[config.mk]
export PLATFORM = sky130hd
export DESIGN_NAME = load_store_unit
export DESIGN_NICKNAME = d
export VERILOG_FILES = /design/src/rtl/load_store_unit.sv
export SDC_FILE = /design/constraint.sdc
export NUM_CORES = 1
export LEC_CHECK = 0
export BUFFER_PORTS_ARGS = -buffer_cell sky130_fd_sc_hd__buf_2
export CAP_MARGIN = 5
export CORE_MARGIN = 2
export CORE_UTILIZATION = 25
export CTS_CLUSTER_SIZE = 30
export DETAILED_ROUTE_END_ITERATION = 8
export SLEW_MARGIN = 20
export SYNTH_ARGS = -nofsm -noshare
export SYNTH_HDL_FRONTEND = slang
export SYNTH_SLANG_ARGS = --single-unit
[constraint.sdc]
create_clock -name clk_i -period 10.56 [get_ports clk_i]
set_clock_uncertainty 0.15 [all_clocks]
set_input_delay 2.112 -clock clk_i [delete_from_list [all_inputs] [get_ports clk_i]]
set_output_delay 2.112 -clock clk_i [all_outputs]
set_load 0.03 [all_outputs]
[src/rtl/load_store_unit.sv]
// MEM-stage load/store unit: byte/half/word accesses over a req/ack data-memory
// handshake, load-data extension, pipeline stall while an access is in flight,
// and abort with a fault pulse when memory never answers.
//
// state  | meaning
// IDLE   | waiting for a request; legal requests stall combinationally
// ACCESS | strobe held on the memory bus, counting cycles toward timeout
// DONE   | one non-stalled cycle so the pipeline advances; requests ignored
module load_store_unit #(
   parameter int unsigned MEM_TIMEOUT = 64,
   parameter int unsigned CNT_W       = 8
) (
   input  logic        clk_i,
   input  logic        rst_n_i,
   input  logic        mem_read_i,
   input  logic        mem_write_i,
   input  logic [2:0]  funct3_i,
   input  logic [31:0] address_i,
   input  logic [31:0] store_data_i,
   output logic [31:0] load_data_o,
   output logic        busy_wait_o,
   output logic        fault_o,
   output logic        dmem_read_o,
   output logic        dmem_write_o,
   output logic [31:0] dmem_addr_o,
   output logic [31:0] dmem_wdata_o,
   output logic [3:0]  dmem_byte_en_o,
   input  logic [31:0] dmem_rdata_i,
   input  logic        dmem_ack_i
);

   typedef enum logic [1:0] {IDLE, ACCESS, DONE} state_t;

   state_t             state_q, state_d;
   logic [CNT_W-1:0]   cnt_q, cnt_d;
   logic               is_load_q, is_load_d;
   logic [2:0]         f3_q, f3_d;
   logic [1:0]         off_q, off_d;
   logic               dmem_read_q, dmem_read_d;
   logic               dmem_write_q, dmem_write_d;
   logic [31:0]        dmem_addr_q, dmem_addr_d;
   logic [31:0]        dmem_wdata_q, dmem_wdata_d;
   logic [3:0]         dmem_be_q, dmem_be_d;
   logic [31:0]        load_data_q, load_data_d;
   logic               fault_q, fault_d;
   logic               busy;

   logic               req, f3_ok, align_ok, legal, timeout;
   logic [3:0]         lane_be;
   logic [31:0]        lane_wdata;
   logic [31:0]        rdata_shift;
   logic [31:0]        load_ext;

   // Request legality: one direction, a funct3 valid for it, natural alignment.
   always_comb begin
      req      = mem_read_i | mem_write_i;
      f3_ok    = 1'b0;
      align_ok = 1'b0;
      case (funct3_i)
         3'b000, 3'b001, 3'b010: f3_ok = 1'b1;
         3'b100, 3'b101:         f3_ok = ~mem_write_i;
         default:                f3_ok = 1'b0;
      endcase
      case (funct3_i[1:0])
         2'b00:   align_ok = 1'b1;
         2'b01:   align_ok = ~address_i[0];
         default: align_ok = (address_i[1:0] == 2'b00);
      endcase
      legal = (mem_read_i ^ mem_write_i) & f3_ok & align_ok;
   end

   // Store lane steering; loads always fetch the whole word.
   always_comb begin
      lane_be    = 4'b1111;
      lane_wdata = store_data_i;
      if (mem_write_i) begin
         case (funct3_i[1:0])
            2'b00: begin
               lane_be    = 4'b0001 << address_i[1:0];
               lane_wdata = {4{store_data_i[7:0]}};
            end
            2'b01: begin
               lane_be    = address_i[1] ? 4'b1100 : 4'b0011;
               lane_wdata = {2{store_data_i[15:0]}};
            end
            default: begin
               lane_be    = 4'b1111;
               lane_wdata = store_data_i;
            end
         endcase
      end else begin
         lane_wdata = '0;
      end
   end

   assign rdata_shift = dmem_rdata_i >> {off_q, 3'b000};

   // Select the addressed byte/half from the returned word and extend it.
   always_comb begin
      case (f3_q)
         3'b000:  load_ext = {{24{rdata_shift[7]}}, rdata_shift[7:0]};
         3'b100:  load_ext = {24'h0, rdata_shift[7:0]};
         3'b001:  load_ext = {{16{rdata_shift[15]}}, rdata_shift[15:0]};
         3'b101:  load_ext = {16'h0, rdata_shift[15:0]};
         default: load_ext = dmem_rdata_i;
      endcase
   end

   assign timeout = (cnt_q == CNT_W'(MEM_TIMEOUT - 1));

   // Next-state, stall and datapath updates; ack takes priority over timeout.
   always_comb begin
      state_d      = state_q;
      cnt_d        = '0;
      is_load_d    = is_load_q;
      f3_d         = f3_q;
      off_d        = off_q;
      dmem_read_d  = dmem_read_q;
      dmem_write_d = dmem_write_q;
      dmem_addr_d  = dmem_addr_q;
      dmem_wdata_d = dmem_wdata_q;
      dmem_be_d    = dmem_be_q;
      load_data_d  = load_data_q;
      fault_d      = 1'b0;
      busy         = 1'b0;
      case (state_q)
         IDLE: begin
            if (req) begin
               if (legal) begin
                  busy         = 1'b1;
                  state_d      = ACCESS;
                  is_load_d    = mem_read_i;
                  f3_d         = funct3_i;
                  off_d        = address_i[1:0];
                  dmem_addr_d  = {address_i[31:2], 2'b00};
                  dmem_wdata_d = lane_wdata;
                  dmem_be_d    = lane_be;
                  dmem_read_d  = mem_read_i;
                  dmem_write_d = mem_write_i;
               end else begin
                  fault_d = 1'b1;
               end
            end
         end
         ACCESS: begin
            busy  = 1'b1;
            cnt_d = cnt_q + 1'b1;
            if (dmem_ack_i) begin
               dmem_read_d  = 1'b0;
               dmem_write_d = 1'b0;
               if (is_load_q) load_data_d = load_ext;
               state_d = DONE;
            end else if (timeout) begin
               dmem_read_d  = 1'b0;
               dmem_write_d = 1'b0;
               fault_d      = 1'b1;
               if (is_load_q) load_data_d = '0;
               state_d = DONE;
            end
         end
         DONE: begin
            state_d = IDLE;
         end
         default: begin
            state_d = IDLE;
         end
      endcase
   end

   // State and registered outputs; reset abandons any access in flight.
   always_ff @(posedge clk_i or negedge rst_n_i) begin
      if (!rst_n_i) begin
         state_q      <= IDLE;
         cnt_q        <= '0;
         is_load_q    <= 1'b0;
         f3_q         <= 3'b000;
         off_q        <= 2'b00;
         dmem_read_q  <= 1'b0;
         dmem_write_q <= 1'b0;
         dmem_addr_q  <= '0;
         dmem_wdata_q <= '0;
         dmem_be_q    <= '0;
         load_data_q  <= '0;
         fault_q      <= 1'b0;
      end else begin
         state_q      <= state_d;
         cnt_q        <= cnt_d;
         is_load_q    <= is_load_d;
         f3_q         <= f3_d;
         off_q        <= off_d;
         dmem_read_q  <= dmem_read_d;
         dmem_write_q <= dmem_write_d;
         dmem_addr_q  <= dmem_addr_d;
         dmem_wdata_q <= dmem_wdata_d;
         dmem_be_q    <= dmem_be_d;
         load_data_q  <= load_data_d;
         fault_q      <= fault_d;
      end
   end

   assign load_data_o    = load_data_q;
   assign busy_wait_o    = busy;
   assign fault_o        = fault_q;
   assign dmem_read_o    = dmem_read_q;
   assign dmem_write_o   = dmem_write_q;
   assign dmem_addr_o    = dmem_addr_q;
   assign dmem_wdata_o   = dmem_wdata_q;
   assign dmem_byte_en_o = dmem_be_q;

endmodule
### Word level (Yosys, flattened, before mapping)

Index checks and enable logic that the tools add are counted.

| storage, ports and cells | value |
|---|---|
| flip-flop bits (word level) | 117 |
| bits of input ports | 104 |
| word-level logic and storage cells | 81 |

| cells by class | value |
|---|---|
| add/sub/neg operators | 1 |
| equal/unequal tests | 13 |
| shift operators | 2 |
| muxes and demuxes | 34 |
| bitwise logic cells | 6 |
| reduce and logical (&&, ||, !) cells | 13 |

Operators with widths:

| cell | count |
|---|---|
| two-way mux 32 bit | 5 |
| one-hot mux 32 bit (4 select lines) | 1 |
| one-hot mux 32 bit (2 select lines) | 1 |
| right shift 32 x 5 -> 16 bit | 1 |
| equality test 3 bit, second input constant | 4 |
| two-way mux 1 bit | 12 |
| one-hot mux 1 bit (2 select lines) | 6 |
| AND reduction 3 bit | 3 |
| adder 8 x 1 -> 8 bit, second input constant | 1 |
| equality test 8 x 6 -> 1 bit, second input constant | 1 |
| two-way mux 2 bit | 4 |
| two-way mux 4 bit | 2 |
| two-way mux 8 bit | 1 |
| one-hot mux 4 bit (2 select lines) | 1 |
| equality test 3 x 1 -> 1 bit, second input constant | 2 |
| zero test 2 bit | 3 |
| zero test 3 bit | 2 |
| equality test 2 x 1 -> 1 bit, second input constant | 2 |
| inequality test 2 bit, second input constant | 2 |
| one-hot mux 2 bit (2 select lines) | 1 |
| AND reduction 4 bit | 1 |
| nonzero test 2 bit | 2 |
| << shifter 1 x 2 -> 4 bit, first input constant | 1 |
| equality test 3 x 2 -> 1 bit, second input constant | 1 |
| 7 further kinds | 9 |

### Logic depth before layout (Yosys ltp)

Gate-level depths: netlist of the first run.

| logic depth | value |
|---|---|
| depth in word-level cells | 8 |
| gate-level depth with buffers | 10 |
| mapped depth without buffers | 6 |

### Worst setup path after synthesis of the first run

OpenSTA, ideal clock, no wires.

| path | value |
|---|---|
| path type | input -> output |
| from | in mem_write_i |
| to | out busy_wait_o |
| arrival time | 4.264 ns |
| required time | 8.298 ns |
| path slack | 4.034 ns |
| stages on the path | 9 |
| path buffers | 4 |
| cell sequence | clkbuf_1 -> clkinv_1 -> clkbuf_1 -> ha_1 -> a21boi_0 -> nand4_1 -> clkbuf_1 -> buf_1 -> nand2_1 |

| between the ends | value |
|---|---|
| longest elaborated chain between the ends | 7 |
| elaborated cells between the ends (all ways) | 9 |
| classes of those cells | mux: 4; bitwise: 5 |

RTL lines:

| item | line | RTL |
|---|---|---|
| start, declared | 16 | `input logic mem_write_i,` |
| NOT 1 bit | 61 | `3'b100, 3'b101: f3_ok = ~mem_write_i;` |
| one-hot mux 1 bit (2 select lines) | 59 | `case (funct3_i)` |
| AND 1 bit (2 in a row) | 69 | `legal = (mem_read_i ^ mem_write_i) & f3_ok & align_ok;` |
| two-way mux 1 bit | 129 | `if (legal) begin` |
| two-way mux 1 bit (*) | 128 | `if (req) begin` |
| one-hot mux 1 bit (2 select lines) (*) | 126 | `case (state_q)` |
| end, declared | 21 | `output logic busy_wait_o,` |

Mark *: on every way between the ends. The rest lies on a longest branch, timed or not.

### Worst setup path after layout of the first run

Ends and elaborated chain as after synthesis.

==> results.py, run 1 <==
metrics = {
    "sta": {
        "max_slew_margin_pct": 36.7,
        "rsz0062_at_grt": "false",
        "finalSetupTns_ps": 0,
        "max_freq_mhz": 152,
        "fin_crit_ps": 6560,
        "fin_crit_sh_pct": 62.2,
        "slew_violations": 0,
        "final_hold_viol_count": 0,
        "tightest_slew_ps": 949,
        "setup_viol": 0,
    },
    "clock_network": {
        "cts_htree_levels": 4,
        "clkLatencyLatePin_ps": 410,
        "cts_tree": "yes",
        "clock_sinks": 117,
        "cts_hold_buf": 0,
        "cts_resized": 0,
        "numCtsBuffers": 17,
        "clkSlewWorstSetupHoldPaths_ps": 60,
        "cts_root_buffer": "clkbuf_16",
        "post-cts-setup-buffers": 0,
        "clk_path_buf_depth": 2,
    },
    "yosys": {
        "synth_top_area_cell": "dfrtp_1",
        "synth_common_cells": "nand2_1, dfrtp_1, mux2i_1, clkbuf_1, o21ai_0",
        "ys_warn_count": 0,
        "synth_top_family_by_area": "simple AND/OR/NAND/NOR gates",
        "synth_compound_area_share_pct": 14.0,
        "ys_seq_area_share_pct": 54.2,
        "yosys.area_share.xor_xnor_pct": 0.811,
        "synth_area_per_cell_um2": 9.72,
        "yosysUniqueCellTypes": 51,
        "synth_edf_count": 0,
        "yosysTopAreaCellShare_pct": 54.2,
        "async_flop_share_pct": 100,
        "synth_mux_area_share_pct": 6.58,
        "yosys.area_share.adder_pct": 0.463,
        "syn_area_um2": 5400,
        "ys_seq_elements": 117,
        "ys.flop_type": "dfrtp_1",
        "yosys-top-cells-area": "dfrtp_1, nand2_1, mux2i_1",
        "synthSimpleGateAreaFrac_pct": 19.6,
        "synth_cells": 556,
        "synth.most_common_cell": "nand2_1",
    },
    "power": {
        "switching_share_pct": 40.4,
        "power.density_nw_per_um2": 268,
        "pwr-share-comb_pct": 35.1,
        "p_int_mw": 1.14,
        "clkPwrFrac_pct": 28.8,
        "p_sw_uw": 774,
        "p_leak_nw": 3.71,
        "peakVddDrop_uv": 105,
        "p_seq_share_pct": 36.1,
    },
    "global_routing": {
        "grt_pass1_wl_mm": 26.3,
        "antenna_found_initial": 0,
        "grt_usage_pct": 14.9,
        "grt_overflow": 0,
        "grt_pass1_vias": 4688,
        "grt_max_degree": 87,
    },
    "cells_and_area": {
        "fill_cells": 2211,
        "drive_above_1_share_pct": 33.0,
        "postLayoutCellArea_um2": 7150,
        "syn_to_final_growth_pct": 32.4,
        "antennaDiodeCount": 0,
        "nets": 848,
        "final_core_util_pct": 33.9,
    },
    "floorplan": {
        "die_h_um": 151,
        "die-width_um": 151,
        "fp-row-count": 53,
        "ios": 208,
        "core-area_um2": 21100,
        "dieArea_um2": 22800,
        "start_util_pct": 25.6,
    },
    "place": {
        "dpl_cell_area_um2": 6600,
        "place.gp.congestion": 0.816,
        "portBuffers": 205,
        "dp_hpwl_mm": 11.5,
    },
    "worst_setup_path": {
        "crit_path_start_kind": "input pin",
        "critical_path.max_fanout": 19,
        "endpoint_kind": "output port",
        "critPathKind": "input pin to output port",
        "cp.arrival_ps": 4300,
        "crit_required_ps": 8300,
        "rr_worst_depth": 4,
    },
    "route": {
        "antenna_left": 0,
        "routedWlPerCell_um": 16.4,
        "vias": 4803,
        "drt-total-wl_mm": 16.9,
        "avgViaCountPerCell": 4.66,
        "drt-pass1-iter-count": 4,
        "drc_errors": 0,
        "drt_iter0_markers": 199,
    },
    "min_path": {
        "hold_path.class": "flip-flop to flip-flop",
        "min_path_cells": 2,
    },
    "run_status": {
        "status": "complete, no violations",
    },
    "flow_run": {
        "maxCapViolCount": 0,
    },
}
logic make-up after synthesis:
group | Yosys count
other cells | 1
simple gates | 248
flops | 117
buf+inv | 49
compound gates | 100
xor+xnor | 5
fa+ha+maj | 2
mux | 34
power by group through the flow:
| stage | Combinational (mW) | Clock, mW | Sequential [mW] |
|---|---|---|---|
| 4_1_cts | 0.681 | 0.562 | 0.692 |
| 3_3_place_gp | 0.673 | 0 | 0.695 |
| 6_report | 0.672 | 0.552 | 0.691 |
| 5_1_grt | 0.725 | 0.585 | 0.712 |
| 2_1_floorplan | 0.216 | 0 | 0.923 |
| 3_5_place_dp | 0.682 | 0 | 0.694 |
layer usage:
metal | vias to the layer above | global-route usage (%) | routed length [um]
li1 | 2289 | - | -
met1 | 2341 | 20.3 | 7730
met2 | 155 | 23.3 | 7960
met3 | 18 | 4.13 | 968
met4 | 0 | 4.25 | 204
met5 | - | 0 | 0
worst paths after layout:
path	slack [ps]	end	start
setup / recovery	4000	busy_wait_o	mem_write_i
hold / removal	310	dmem_wdata_o[5]$_DFFE_PN0P_	dmem_wdata_o[5]$_DFFE_PN0P_
setup reg to reg	7860	load_data_o[30]$_DFFE_PN0P_	state_q[1]$_DFFE_PN0P_
hold reg to reg	310	dmem_wdata_o[5]$_DFFE_PN0P_	dmem_wdata_o[5]$_DFFE_PN0P_
max in group asynchronous	7400	dmem_byte_en_o[2]$_DFFE_PN0P_	rst_n_i
min in group asynchronous	1690	cnt_q[3]$_DFF_PN0_	rst_n_i
registers in the layout, summed over array words and instances, names as in the netlist, 2 cells and up:
signal          flops
dmem_wdata_o       32
load_data_o        32
dmem_addr_o        30
cnt_q               8
dmem_byte_en_o      4
f3_q                3
off_q               2
state_q             2
layout make-up:
class | instances | area, um2 | area share [%]
multi-input cells | 391 | 2250 | 31.4
well taps | 275 | 344 | 4.81
clock buffers | 23 | 478 | 6.68
clock inverters | 9 | 77.6 | 1.08
repair buffers | 208 | 1050 | 14.7
flip-flops and latches | 117 | 2930 | 40.9
inverters | 7 | 26.3 | 0.367
per-stage QoR:
stage                     std cells  power [mW]  hold slack, ps  worst slack (ps)
final                          1030        1.91             315              4000
after global routing           1030        2.02             332              3840
after CTS                      1030        1.94             314              3970
after detailed placement        998        1.38             301              3990
after global placement          998        1.37             297              4050
after floorplan                 557        1.14             282              4030
worst max-delay path, stage by stage:
cell and delay [ps]:
buf_2 300, clkinv_1 560, ha_1 490, a21boi_0 340, nand4_1 180, nand2_1 110
buf_2 210
cell usage in the layout, fill, tap and decap left out, types with 8 or more instances in the layout:
master | Yosys | final
clkbuf_16 | 0 | 17
nand2b_1 | 9 | 9
o21ai_0 | 21 | 21
a221o_1 | 19 | 19
nor2_1 | 20 | 20
o211ai_1 | 8 | 8
buf_2 | 5 | 204
mux2i_1 | 31 | 31
nand2_1 | 176 | 176
a21oi_1 | 8 | 8
o31ai_1 | 18 | 18
nand3_1 | 19 | 19
dfrtp_1 | 117 | 117
Power figures use the tool's default switching activity.
==> run 2: changes to the inputs <==
==> constraint.sdc (replaced) <==
create_clock -name clk_i -period 6.76 [get_ports clk_i]
set_clock_uncertainty 0.15 [all_clocks]
set_input_delay 1.352 -clock clk_i [delete_from_list [all_inputs] [get_ports clk_i]]
set_output_delay 1.352 -clock clk_i [all_outputs]
set_load 0.03 [all_outputs]
==> results.py, run 2 (same netlist as run 1, synthesis figures left out) <==
metrics = {
    "floorplan": {
        "die-width_um": 151,
        "fp-row-count": 53,
        "start_util_pct": 25.6,
        "core-area_um2": 21100,
        "dieArea_um2": 22800,
        "die_h_um": 151,
        "ios": 208,
    },
    "route": {
        "dr_wl_met3_mm": 1.03,
        "antenna_left": 0,
        "wl_met2_mm": 7.77,
        "vias": 4795,
        "wl_met1_mm": 7.50,
        "routedWlPerCell_um": 16.1,
        "avgViaCountPerCell": 4.66,
        "drc_errors": 0,
        "highest_layer": "met4",
        "drt-total-wl_mm": 16.5,
        "drt-pass1-iter-count": 4,
        "drt_iter0_markers": 311,
    },
    "worst_setup_path": {
        "crit_required_ps": 5260,
        "crit_path_start_kind": "input pin",
        "reg2reg_from": "state_q[1]$_DFFE_PN0P_",
        "endpoint_kind": "output port",
        "critPathKind": "input pin to output port",
        "cp-startpoint": "mem_write_i",
        "critical_path.max_fanout": 18,
        "cp.arrival_ps": 2900,
    },
    "clock_network": {
        "clock_sinks": 117,
        "cts_hold_buf": 0,
        "cts_tree": "yes",
        "clkSlewWorstSetupHoldPaths_ps": 50,
        "numCtsBuffers": 17,
        "cts_htree_levels": 4,
        "post-cts-setup-buffers": 0,
        "cts_resized": 0,
        "cts_root_buffer": "clkbuf_16",
        "clk_path_buf_depth": 2,
        "clkLatencyLatePin_ps": 410,
    },
    "sta": {
        "slew_violations": 0,
        "fin_crit_sh_pct": 65.1,
        "setup_ws_ps": 2360,
        "rsz0062_at_grt": "false",
        "max_slew_margin_pct": 37.6,
        "max_freq_mhz": 227,
        "setup_viol": 0,
        "tightest_slew_ps": 929,
        "final_hold_viol_count": 0,
        "fin_crit_ps": 4400,
        "whs_ps": 312,
        "finalSetupTns_ps": 0,
    },
    "power": {
        "switching_share_pct": 39.5,
        "p_seq_share_pct": 35.9,
        "p_leak_nw": 3.72,
        "total_power_mw": 3.00,
        "p_int_mw": 1.81,
        "peakVddDrop_uv": 168,
        "clkPwrFrac_pct": 29.1,
        "power.density_nw_per_um2": 418,
        "p_sw_mw": 1.18,
        "pwr-share-comb_pct": 35.0,
    },
    "place": {
        "portBuffers": 205,
        "post-place-ws_ps": 2360,
        "place.gp.congestion": 0.824,
        "dp_hpwl_mm": 11.4,
    },
    "run_status": {
        "status": "complete, no violations",
    },
    "flow_run": {
        "maxCapViolCount": 0,
    },
    "cells_and_area": {
        "layout.cells.most_common_list": "buf_2, nand2_1, dfrtp_1",
        "final_core_util_pct": 34.0,
        "fill_cells": 2197,
        "antennaDiodeCount": 0,
        "final_common_cell": "buf_2",
        "syn_to_final_growth_pct": 32.7,
        "drive_above_1_share_pct": 32.7,
        "nets": 849,
    },
    "global_routing": {
        "grt_max_degree": 87,
        "grt_pass1_vias": 4619,
        "grt_usage_pct": 14.6,
        "grt_overflow": 0,
        "grt_pass1_wl_mm": 25.6,
        "antenna_found_initial": 0,
    },
    "min_path": {
        "min_from": "dmem_wdata_o[7]$_DFFE_PN0P_",
        "hold_path.class": "flip-flop to flip-flop",
    },
}
[run 2: cell count changes in the layout (fill, tap and decap cells not counted)]
cell	delta
buf_6	+1
clkinv_2	-2
bufinv_16	+1
clkinvlp_4	-3
clkbuf_1	+1
[run 2: final cells by class]
class	instances	area, um2	share of cell area, %
Clock inverter	5	75.1	1.05
Multi-Input combinational cell	391	2250	31.4
Timing Repair Buffer	209	1060	14.8
Tap cell	275	344	4.80
Clock buffer	24	482	6.72
Sequential cell	117	2930	40.9
Inverter	7	26.3	0.367
[run 2: worst max-delay path, cell delays in order]
cell and delay (ps):
buf_2 310, clkinv_1 160, ha_1 290, a21boi_0 290, nand4_1 170, nand2_1 110, buf_2 210
[run 2: power groups by stage]
stage          sequential, mW  combinational (mW)  clock [mW]
6_report                 1.08                1.05       0.874
3_5_place_dp             1.08                1.06           0
5_1_grt                  1.11                1.13       0.927
4_1_cts                  1.08                1.06       0.894
2_1_floorplan            1.44               0.338           0
3_3_place_gp             1.09                1.05           0
[run 2: final timing paths]
path	to	slack, ps	cells past startpoint
worst min-delay path	dmem_wdata_o[7]$_DFFE_PN0P_	310	2
worst max-delay path	busy_wait_o	2360	7
max in group asynchronous	dmem_addr_o[9]$_DFFE_PN0P_	4610	2
worst min register to register	dmem_wdata_o[7]$_DFFE_PN0P_	310	2
worst max register to register	load_data_o[25]$_DFFE_PN0P_	4100	4
min in group asynchronous	cnt_q[3]$_DFF_PN0_	830	1
[run 2: stage by stage]
stage	instances	instance area, um2
6_report	1028	7170
3_3_place_gp	999	6610
2_1_floorplan	557	5410
4_1_cts	1028	7160
5_1_grt	1028	7170
3_5_place_dp	999	6610
[run 2: layer usage]
| layer | track usage [%] | vias to the layer above |
|---|---|---|
| met4 | 3.93 | 0 |
| met2 | 22.9 | 164 |
| met3 | 4.19 | 18 |
| li1 | - | 2290 |
| met5 | 0 | - |
| met1 | 19.7 | 2323 |
==> run 3: changes to the inputs <==
--- a/config.mk
+++ b/config.mk
@@ -5,6 +5,7 @@
 export SDC_FILE = /design/constraint.sdc
 export NUM_CORES = 1
 export LEC_CHECK = 0
+export ABC_AREA = 1
 export BUFFER_PORTS_ARGS = -buffer_cell sky130_fd_sc_hd__buf_2
 export CAP_MARGIN = 5
 export CORE_MARGIN = 2
==> constraint.sdc (replaced) <==
create_clock -name clk_i -period 4.4 [get_ports clk_i]
set_clock_uncertainty 0.15 [all_clocks]
set_input_delay 0.88 -clock clk_i [delete_from_list [all_inputs] [get_ports clk_i]]
set_output_delay 0.88 -clock clk_i [all_outputs]
set_load 0.03 [all_outputs]
==> results.py, run 3 <==
metrics = {
    "flow_run": {
        "maxCapViolCount": 0,
    },
    "cells_and_area": {
        "fill_cells": 2441,
        "syn_to_final_growth_pct": 31.3,
        "nets": 1026,
        "seqCellArea_um2": 2930,
        "postLayoutCellArea_um2": 7500,
        "final_common_cell": "nand2_1",
        "drive_above_1_share_pct": 27.4,
        "multi_input_area_um2": 2340,
        "layout.cells.most_common_list": "nand2_1, buf_2, dfrtp_1",
    },
    "yosys": {
        "syn_area_um2": 5710,
        "yosysUniqueCellTypes": 31,
        "yosys-top-cells-area": "dfrtp_1, nand2_1, nand3_1",
        "async_flop_share_pct": 100,
        "synth_common_cells": "nand2_1, dfrtp_1, nand3_1, inv_1, o21ai_0",
        "synth_edf_count": 0,
        "yosysTopAreaCellShare_pct": 51.2,
        "synth_cells": 732,
        "ys.flop_type": "dfrtp_1",
        "synth_top_area_cell": "dfrtp_1",
        "synth.most_common_cell": "nand2_1",
        "ys_seq_elements": 117,
        "ys_warn_count": 0,
        "ys_seq_area_share_pct": 51.2,
        "synth_area_per_cell_um2": 7.81,
    },
    "sta": {
        "fin_crit_sh_pct": 71.2,
        "setup_viol": 0,
        "slew_violations": 0,
        "finalSetupTns_ps": 0,
        "max_slew_margin_pct": 33.0,
        "tightest_slew_ps": 1010,
        "setup_ws_ps": 1270,
        "final_hold_viol_count": 0,
        "rsz0062_at_grt": "false",
        "fin_crit_ps": 3130,
        "max_freq_mhz": 319,
    },
    "floorplan": {
        "die_h_um": 155,
        "die-width_um": 155,
        "core-area_um2": 22600,
        "dieArea_um2": 24100,
        "ios": 208,
        "fp-row-count": 55,
        "start_util_pct": 25.3,
    },
    "worst_setup_path": {
        "path_cells": "buf_2, inv_4, ha_1, o21a_2, nand3_4, nand2_1, buf_2",
        "cp.arrival_ps": 2100,
        "crit_path_start_kind": "input pin",
        "cpPeakStageDelay_ps": 300,
        "critical_path.max_fanout": 18,
        "critPathKind": "input pin to output port",
        "cp_slowest_cell": "buf_2",
        "crit_required_ps": 3370,
        "cp_common_cell": "buf_2",
        "endpoint_kind": "output port",
    },
    "global_routing": {
        "antenna_found_initial": 2,
        "grt_pass1_vias": 5415,
        "grt_overflow": 0,
        "grt_usage_pct": 15.1,
        "grt_max_degree": 102,
        "grt_pass1_wl_mm": 28.9,
    },
    "run_status": {
        "status": "complete, no violations",
    },
    "clock_network": {
        "cts_root_buffer": "clkbuf_16",
        "clock_sinks": 117,
        "clkLatencyLatePin_ps": 410,
        "cts_resized": 0,
        "cts_htree_levels": 4,
        "numCtsBuffers": 17,
        "cts_tree": "yes",
        "post-cts-setup-buffers": 0,
        "cts_hold_buf": 0,
        "clkSlewWorstSetupHoldPaths_ps": 50,
        "clk_path_buf_depth": 2,
    },
    "route": {
        "drt-pass1-iter-count": 4,
        "antenna_left": 0,
        "routedWlPerCell_um": 14.4,
        "drt_iter0_markers": 388,
        "drc_errors": 0,
        "avgViaCountPerCell": 4.49,
        "vias": 5472,
        "drt-total-wl_mm": 17.6,
    },
    "place": {
        "dpl_cell_area_um2": 6910,
        "dp_hpwl_mm": 12.4,
        "portBuffers": 205,
        "place.gp.congestion": 0.848,
        "post-place-ws_ps": 1250,
    },
    "power": {
        "p_leak_nw": 4.17,
        "p_int_mw": 2.79,
        "peakVddDrop_uv": 257,
        "p_sw_mw": 2.12,
        "total_power_mw": 4.90,
        "p_seq_share_pct": 33.4,
        "pwr-share-comb_pct": 38.5,
        "clkPwrFrac_pct": 28.0,
        "switching_share_pct": 43.2,
        "power.density_nw_per_um2": 654,
    },
    "min_path": {
        "hold_path.class": "flip-flop to flip-flop",
    },
}
run 3: cell count changes after synthesis, sizes merged, moves of 9 or more:
cell,before,now
a21oi,8,17
buf,17,31
a221o,24,0
o211ai,8,25
nand2b,9,0
mux2i,31,0
nor2,20,35
inv,6,55
nand3,19,78
nand2,177,296
clkbuf,25,11
o31ai,18,1
o21ai,21,52
run 3: layout make-up:
cell class                      count  area share, %
Sequential cell                   117           39.0
Tap cell                          285           4.75
Clock inverter                     12           1.57
Inverter                           55           2.79
Timing Repair Buffer              210           14.4
Multi-Input combinational cell    519           31.2
Clock buffer                       20           6.22
Antenna cell                        2         0.0667
run 3: metrics by stage:
step	utilization (%)	instances	hold WS, ps
2_1_floorplan	-	733	283
3_3_place_gp	30.6	1186	299
3_5_place_dp	30.6	1186	305
4_1_cts	33.2	1218	317
5_1_grt	33.2	1218	336
6_report	33.2	1220	314
run 3: power groups by stage:
stage	Clock, mW	Sequential [mW]	Combinational (mW)
after floorplan	0	2.28	0.667
after global placement	0	1.66	1.89
after detailed placement	0	1.65	1.91
after CTS	1.41	1.64	1.91
after global routing	1.47	1.69	2.07
final	1.38	1.64	1.89
run 3: final timing paths:
check / cells after the start / from / end / slack, ps
hold reg to reg: 2 / load_data_o[8]$_DFFE_PN0P_ / load_data_o[8]$_DFFE_PN0P_ / 310
max in group asynchronous: 2 / rst_n_i / load_data_o[31]$_DFFE_PN0P_ / 2820
setup / recovery: 7 / mem_write_i / busy_wait_o / 1270
setup reg to reg: 8 / off_q[0]$_DFFE_PN0P_ / load_data_o[17]$_DFFE_PN0P_ / 2070
min in group asynchronous: 1 / rst_n_i / load_data_o[3]$_DFFE_PN0P_ / 440
hold / removal: 2 / load_data_o[8]$_DFFE_PN0P_ / load_data_o[8]$_DFFE_PN0P_ / 310
run 3: layer usage:
metal  part of all wire (%)  GRT usage (%)
met2                     43           22.5
met1                     46           20.7
met5                      0              0
met3                    8.9           5.01
met4                    1.7           5.37
run 3: kinds of logic (layout without fill, tap and decap cells):
family                   after synthesis  count (layout)  synth area share, %
AND/OR/NAND/NOR                      417             417                 30.2
flip-flops                           117             117                 51.2
AO/OA/AOI/OAI                         98              98                 9.90
buffers and inverters                 97             297                 8.12
adder cells (fa/ha/maj)                2               2                0.438
other                                  1               4               0.0656
run 3: critical path, delay by kind of cell:
kind / cells / cell delay, ps
adders and majority gates: 1 / 290
AOI/OAI and AO/OA: 1 / 160
and+or+nand+nor: 2 / 140
buffers and inverters: 3 / 630
